`config.mk`:
```
export PLATFORM = sky130hd
export DESIGN_NAME = uart_tx_param
export DESIGN_NICKNAME = d
export VERILOG_FILES = /design/src/rtl/uart_pkg.sv /design/src/rtl/uart_baud_tick.sv /design/src/rtl/uart_tx_param.sv
export SDC_FILE = /design/constraint.sdc
export NUM_CORES = 1
export LEC_CHECK = 0
export CAP_MARGIN = 20
export CORE_ASPECT_RATIO = 1.25
export CORE_MARGIN = 2
export CORE_UTILIZATION = 57
export CTS_CLUSTER_SIZE = 8
export DETAILED_ROUTE_END_ITERATION = 6
export PLACE_DENSITY_LB_ADDON = 0.12
export SLEW_MARGIN = 20
export SYNTH_ARGS = -nofsm -noshare
export SYNTH_HDL_FRONTEND = slang
export SYNTH_SLANG_ARGS = --single-unit
```
`constraint.sdc`:
```
create_clock -name clk -period 2.04 [get_ports clk]
set_clock_uncertainty 0.1 [all_clocks]
set_input_delay 0.306 -clock clk [delete_from_list [all_inputs] [get_ports clk]]
set_output_delay 0.306 -clock clk [all_outputs]
set_load 0.02 [all_outputs]
```
`src/rtl/uart_pkg.sv`:
```
// uart_pkg
//  Shared definitions for the parametrised UART transmitter and the
//  future parametrised receiver.
//  - uart_state_t : frame FSM state encodings
//  - PAR_*        : parity mode codes
//  - uart_baud_div: clocks per bit from clock frequency and line rate
//  - uart_clog2   : ceil(log2(value)) usable in constant expressions
package uart_pkg;

    typedef enum logic [2:0] {
        ST_IDLE,
        ST_START,
        ST_DATA,
        ST_PARITY,
        ST_STOP,
        ST_HOLD
    } uart_state_t;

    localparam int PAR_NONE = 0;
    localparam int PAR_ODD  = 1;
    localparam int PAR_EVEN = 2;

    // Truncating division: the bit period is rounded down to whole clocks.
    function automatic int uart_baud_div(input int clk_freq, input int baud_rate);
        return clk_freq / baud_rate;
    endfunction

    function automatic int uart_clog2(input int value);
        int r;
        r = 0;
        while ((1 << r) < value) begin
            r = r + 1;
        end
        return r;
    endfunction

endpackage

```
`src/rtl/uart_baud_tick.sv`:
```
// uart_baud_tick
//  Bit-period timer. Counts 0..BAUD_DIV-1 and flags the last count, so
//  tick is high for one cycle out of every BAUD_DIV. clr restarts the
//  period so a new frame never inherits phase from the previous one.
// Ports
//  clk    in  1  system clock
//  rst_n  in  1  asynchronous active-low reset
//  clr    in  1  restart the bit period (counter to 0 at the next edge)
//  tick   out 1  high during the last clock of each bit period
module uart_baud_tick
    import uart_pkg::*;
#(
    parameter int BAUD_DIV = 4
) (
    input  logic clk,
    input  logic rst_n,
    input  logic clr,
    output logic tick
);

    localparam int CNT_W = uart_clog2(BAUD_DIV);
    localparam logic [CNT_W-1:0] CNT_LAST = CNT_W'(BAUD_DIV - 1);

    logic [CNT_W-1:0] cnt_reg;

    always_ff @(posedge clk or negedge rst_n) begin
        if (!rst_n) begin
            cnt_reg <= '0;
        end else if (clr || (cnt_reg == CNT_LAST)) begin
            cnt_reg <= '0;
        end else begin
            cnt_reg <= cnt_reg + 1'b1;
        end
    end

    assign tick = (cnt_reg == CNT_LAST);

endmodule

```
`src/rtl/uart_tx_param.sv`:
```
// uart_tx_param
//  Parametrised UART transmitter with RS-485 direction control.
//  Frame: start, DATA_BITS data (LSB first), optional parity, STOP_BITS
//  stop bits, then an optional DIR_HOLD bit-period window with dir held.
//  Every output is registered.
// Ports
//  clk      in  1          system clock
//  rst_n    in  1          asynchronous active-low reset
//  valid    in  1          pi_data valid; accepted when valid && ready
//  pi_data  in  DATA_BITS  word to send, sampled on the accept cycle
//  ready    out 1          can accept a word (also during tx_done / hold)
//  busy     out 1          frame or dir hold in progress
//  tx       out 1          serial line, idle high
//  tx_done  out 1          one-cycle pulse at the end of the last stop bit
//  dir      out 1          RS-485 driver enable
module uart_tx_param
    import uart_pkg::*;
#(
    parameter int CLK_FREQ  = 50000000,
    parameter int BAUD_RATE = 9600,
    parameter int DATA_BITS = 8,
    parameter int PARITY    = 0,
    parameter int STOP_BITS = 1,
    parameter int DIR_HOLD  = 1
) (
    input  logic                 clk,
    input  logic                 rst_n,
    input  logic                 valid,
    input  logic [DATA_BITS-1:0] pi_data,
    output logic                 ready,
    output logic                 busy,
    output logic                 tx,
    output logic                 tx_done,
    output logic                 dir
);

    localparam int BAUD_DIV = uart_baud_div(CLK_FREQ, BAUD_RATE);

    if (DATA_BITS < 5 || DATA_BITS > 9) begin : g_bad_data_bits
        $error("uart_tx_param: DATA_BITS must be 5..9");
    end
    if (PARITY < 0 || PARITY > 2) begin : g_bad_parity
        $error("uart_tx_param: PARITY must be 0, 1 or 2");
    end
    if (STOP_BITS != 1 && STOP_BITS != 2) begin : g_bad_stop_bits
        $error("uart_tx_param: STOP_BITS must be 1 or 2");
    end
    if (BAUD_DIV < 4) begin : g_bad_baud_div
        $error("uart_tx_param: CLK_FREQ/BAUD_RATE must be >= 4");
    end
    if (DIR_HOLD < 0 || DIR_HOLD > 3) begin : g_bad_dir_hold
        $error("uart_tx_param: DIR_HOLD must be 0..3");
    end

    localparam logic [3:0] LAST_DATA = 4'(DATA_BITS - 1);
    localparam logic [3:0] LAST_STOP = 4'(STOP_BITS - 1);
    localparam logic [3:0] LAST_HOLD = 4'(DIR_HOLD - 1);

    uart_state_t          state_reg, state_next;
    logic [DATA_BITS-1:0] shift_reg, shift_next;
    logic [3:0]           bit_cnt_reg, bit_cnt_next;
    logic                 par_reg, par_next;
    logic                 tx_reg, tx_next;
    logic                 ready_reg, ready_next;
    logic                 busy_reg, busy_next;
    logic                 dir_reg, dir_next;
    logic                 done_reg, done_next;
    logic                 accept;
    logic                 tick;

    // ready is registered, so an accept can only happen in IDLE, on the
    // tx_done cycle or during HOLD; it always wins over the running state.
    assign accept = valid && ready_reg;

    uart_baud_tick #(
        .BAUD_DIV(BAUD_DIV)
    ) u_baud_tick (
        .clk  (clk),
        .rst_n(rst_n),
        .clr  (accept),
        .tick (tick)
    );

    always_ff @(posedge clk or negedge rst_n) begin
        if (!rst_n) begin
            state_reg   <= ST_IDLE;
            shift_reg   <= '0;
            bit_cnt_reg <= '0;
            par_reg     <= 1'b0;
            tx_reg      <= 1'b1;
            ready_reg   <= 1'b1;
            busy_reg    <= 1'b0;
            dir_reg     <= 1'b0;
            done_reg    <= 1'b0;
        end else begin
            state_reg   <= state_next;
            shift_reg   <= shift_next;
            bit_cnt_reg <= bit_cnt_next;
            par_reg     <= par_next;
            tx_reg      <= tx_next;
            ready_reg   <= ready_next;
            busy_reg    <= busy_next;
            dir_reg     <= dir_next;
            done_reg    <= done_next;
        end
    end

    // Next-state logic computes the value each output takes for the bit
    // period that starts at the coming edge.
    always_comb begin
        state_next   = state_reg;
        shift_next   = shift_reg;
        bit_cnt_next = bit_cnt_reg;
        par_next     = par_reg;
        tx_next      = tx_reg;
        ready_next   = ready_reg;
        busy_next    = busy_reg;
        dir_next     = dir_reg;
        done_next    = 1'b0;

        if (accept) begin
            state_next   = ST_START;
            shift_next   = pi_data;
            bit_cnt_next = '0;
            par_next     = (PARITY == PAR_ODD) ? ~(^pi_data) : (^pi_data);
            tx_next      = 1'b0;
            ready_next   = 1'b0;
            busy_next    = 1'b1;
            dir_next     = 1'b1;
        end else if (tick) begin
            case (state_reg)
                ST_START: begin
                    state_next   = ST_DATA;
                    tx_next      = shift_reg[0];
                    shift_next   = shift_reg >> 1;
                    bit_cnt_next = '0;
                end
                ST_DATA: begin
                    if (bit_cnt_reg == LAST_DATA) begin
                        bit_cnt_next = '0;
                        if (PARITY != PAR_NONE) begin
                            state_next = ST_PARITY;
                            tx_next    = par_reg;
                        end else begin
                            state_next = ST_STOP;
                            tx_next    = 1'b1;
                        end
                    end else begin
                        tx_next      = shift_reg[0];
                        shift_next   = shift_reg >> 1;
                        bit_cnt_next = bit_cnt_reg + 4'd1;
                    end
                end
                ST_PARITY: begin
                    state_next   = ST_STOP;
                    tx_next      = 1'b1;
                    bit_cnt_next = '0;
                end
                ST_STOP: begin
                    if (bit_cnt_reg == LAST_STOP) begin
                        done_next    = 1'b1;
                        ready_next   = 1'b1;
                        bit_cnt_next = '0;
                        if (DIR_HOLD == 0) begin
                            state_next = ST_IDLE;
                            busy_next  = 1'b0;
                            dir_next   = 1'b0;
                        end else begin
                            state_next = ST_HOLD;
                        end
                    end else begin
                        bit_cnt_next = bit_cnt_reg + 4'd1;
                    end
                end
                ST_HOLD: begin
                    if (bit_cnt_reg == LAST_HOLD) begin
                        state_next   = ST_IDLE;
                        bit_cnt_next = '0;
                        busy_next    = 1'b0;
                        dir_next     = 1'b0;
                    end else begin
                        bit_cnt_next = bit_cnt_reg + 4'd1;
                    end
                end
                ST_IDLE: begin
                end
                default: begin
                    state_next = ST_IDLE;
                end
            endcase
        end
    end

    assign tx      = tx_reg;
    assign ready   = ready_reg;
    assign busy    = busy_reg;
    assign dir     = dir_reg;
    assign tx_done = done_reg;

endmodule

```
==> impl_results.md, run 1 <==
* Vias at 1484
* Initial antenna violation count at 0
* CP endpoint kind: flop
* Row count at 22
* Horiz. Die Dim at 54.5 µm
* CP startpoint: bit_cnt_reg[1]
* WS Path Type: reg2reg
* Net Sw Power at ~0.00046 W
* Final setup violation count at 0
* H-Tree Depth at 2
* Crit Path Max Fanout at 5
* P_leak at between 0.8 and 0.9 nW
* Synth top cells by count: 30 x dfrtp_1, 20 x nand2_1, 18 x nor2_1
* PostCTS Resize Cnt at 0
* Outcome: finished clean
* Initial Utilization at 0.607
* Unique masters post-synth at 50
* Total GRT Usage at 0.258
* N_diodes at 0
* Slew Limit Headroom at 0.724
* Die span in y at around 67 µm
* Synthesis-to-finish area growth at 12.4%
* Largest net degree at the start of global routing at 33
* Total power at roughly 0.0015 W
* Max-slew violation count at 0
* DRC viols at 0
* Final WL at just under 4000 µm
* Post-synth top area cell: dfrtp_1
* Cell with the most instances after synthesis: dfrtp_1
* DIE AREA at about 3700 µm²
* Hold Path Class: in2async
* Clock share of power at 0.250
* Core Footprint at about 3000 µm²
* Post-route cell area at between 2000 and 2500 µm²
* Gr ovfl total at 0
* Post-DP HPWL at 2750 µm
* Yosys top cell area share at 0.412
* Synthesized area per cell at between 9 and 10 µm²
* Final ANT Viol Nets at 0
* CTS Sinks at 32
* Avg WL per Cell at approximately 16 µm
* Peak VDD IR at around 0.56 mV
* CTS root buf: clkbuf_4
* Final hold vios at 0
* Number of synthesized flops with an enable pin at 0
* Place WS at around 0.13 ns
* 1st-pass router iterations at 4
* Max_cap viols at 0
* Max Fclk at about 500 MHz
* CTS buffer count at 5
* Syn Std Cell Area at 1820 µm²
* GP Congestion at between 0.7 and 0.8
* Worst setup SP type: flop
* Synth async-reset ratio at 1.00
* First-pass GRT wire length at about 6800 µm
* Max reg flops at 13
* Vias/cell at between 6 and 7
* Seq pwr share at 0.548
* Reg2reg start: bit_cnt_reg[1]
* CP Data Arrival Time at about 2.1 ns
* Required @ worst endpoint at 2.18 ns
* Area contributors post-synth: dfrtp_1 41%, nand2_1 4.1%, nand3_1 3.8%
* Number of DRC markers in iteration 0 at 25
* Final setup TNS at 0 ns
* Placed instance area at between 1500 and 2000 µm²
* Internal power at about 0.0011 W
* Post-layout nets at approximately 220
* Post-synthesis sequential area ratio at 0.441
* Fill count at 223
* RSZ-0062 raised after global routing: no
* Seq cells post-synth at 32
* Final worst slack at 0.0896 ns
* Crit path time final at 1.95 ns
* Least-Margin Pin Slew at between 0.4 and 0.5 ns
* TritonCTS clock tree: done
* Clock Latency Late Sink at ~0.34 ns
* Combinational power share at 0.202
* Clk slew on worst S/H paths at ~0.11 ns
* Syn. warnings at 0
* Port Buffers at 15
* Pwr per Cell Area at about 740 nW/µm²
* Max Root-Sink Buffers at 2
* Io pins at 16
* Proportion of layout cells with a drive suffix above 1 at 0.136
* Final Cycle Share at 0.956
* Hold_buf cts at 0
* Syn_nets at 204
* Top_reg_cell synth: dfrtp_1
* Setup Fix Bufs, Post-CTS at 0
* Gate Count Post-Synth at between 150 and 200
* Sw Share at 0.302
* Vias in the first global route at around 1500
[stage by stage]
| step | hold slack (ns) | utilization | cells |
|---|---|---|---|
| after global placement | 0.352 | 0.661 | 234 |
| after floorplan | -0.0896 | - | 190 |
| final | 0.253 | 0.682 | 242 |
| after detailed placement | 0.356 | 0.661 | 234 |
| after CTS | 0.262 | 0.681 | 242 |
| after global routing | 0.315 | 0.682 | 242 |
[critical path, cell delays in order (launching register included)]
cell,delay (ns)
dfrtp_1,0.45
inv_1,0.08
ha_1,0.18
or3b_2,0.47
nor2_1,0.22
nand2_1,0.11
o31ai_1,0.23
[path summary, 6_finish.rpt]
check / end / cells after the start / slack (ns)
worst max-delay path: ready / 6 / 0.09
worst min-delay path: bit_cnt_reg[2] / 2 / 0.25
worst max register to register: ready / 6 / 0.09
worst min register to register: u_baud_tick.cnt_reg[0] / 1 / 0.36
max in group asynchronous: ready / 2 / 1.25
min in group clk: u_baud_tick.cnt_reg[0] / 1 / 0.36
[cells in the final DEF, fill, tap and decap left out, types with 5 or more instances in the layout]
master           instances
dfrtp_1                 30
a21oi_1                  7
xor2_1                   8
nor2_1                  18
o211ai_1                 9
nand3_1                 14
nand4_1                 11
nand2_1                 20
clkdlybuf4s50_1         15
clkbuf_4                 5
buf_4                    7
[cell type report]
| type | instances | area (µm²) | area share |
|---|---|---|---|
| Clock buffer | 8 | 58.8 | 0.0287 |
| Tap cell | 36 | 45.0 | 0.0220 |
| Multi-Input combinational cell | 140 | 922 | 0.450 |
| Inverter | 4 | 15.0 | 0.00733 |
| Timing Repair Buffer | 22 | 203 | 0.0990 |
| Sequential cell | 32 | 803 | 0.392 |
[kinds of logic (layout without fill, tap and decap cells)]
logic type / after synthesis / in the layout / synth area share
AOI/OAI and AO/OA: 33 / 33 / 0.144
xor gates and xnor gates: 11 / 11 / 0.0529
adders and majority gates: 3 / 3 / 0.0206
buffers and inverters: 18 / 34 / 0.0550
DFF: 32 / 32 / 0.441
and+or+nand+nor: 93 / 93 / 0.287
[routing by layer]
layer,GRT usage,routed length [µm]
met5,0,0
met4,0.0938,64
met3,0.0597,153
met2,0.437,2020
met1,0.315,1690
[power by group through the flow]
stage | sequential [W] | combinational (W) | clock (W)
floorplan | 0.000815 | 0.000234 | 0
global placement | 0.000836 | 0.000292 | 0
detailed placement | 0.000841 | 0.000304 | 0
CTS | 0.000830 | 0.000308 | 0.000390
global route | 0.000844 | 0.000347 | 0.000423
finish | 0.000831 | 0.000306 | 0.000379
Power figures use the tool's default switching activity.
==> run 2: changes to the inputs <==
--- a/constraint.sdc
+++ b/constraint.sdc
@@ -4,2 +4,2 @@
 set_output_delay 0.306 -clock clk [all_outputs]
-set_load 0.02 [all_outputs]
+set_load 0.005 [all_outputs]
==> results of run 2 <==
The final DEF is identical to that of run 1. Status: finished clean.
Among the figures that moved: total power 0.00152 W -> 0.00151 W; worst IR drop on VDD 0.558 mV -> 0.556 mV
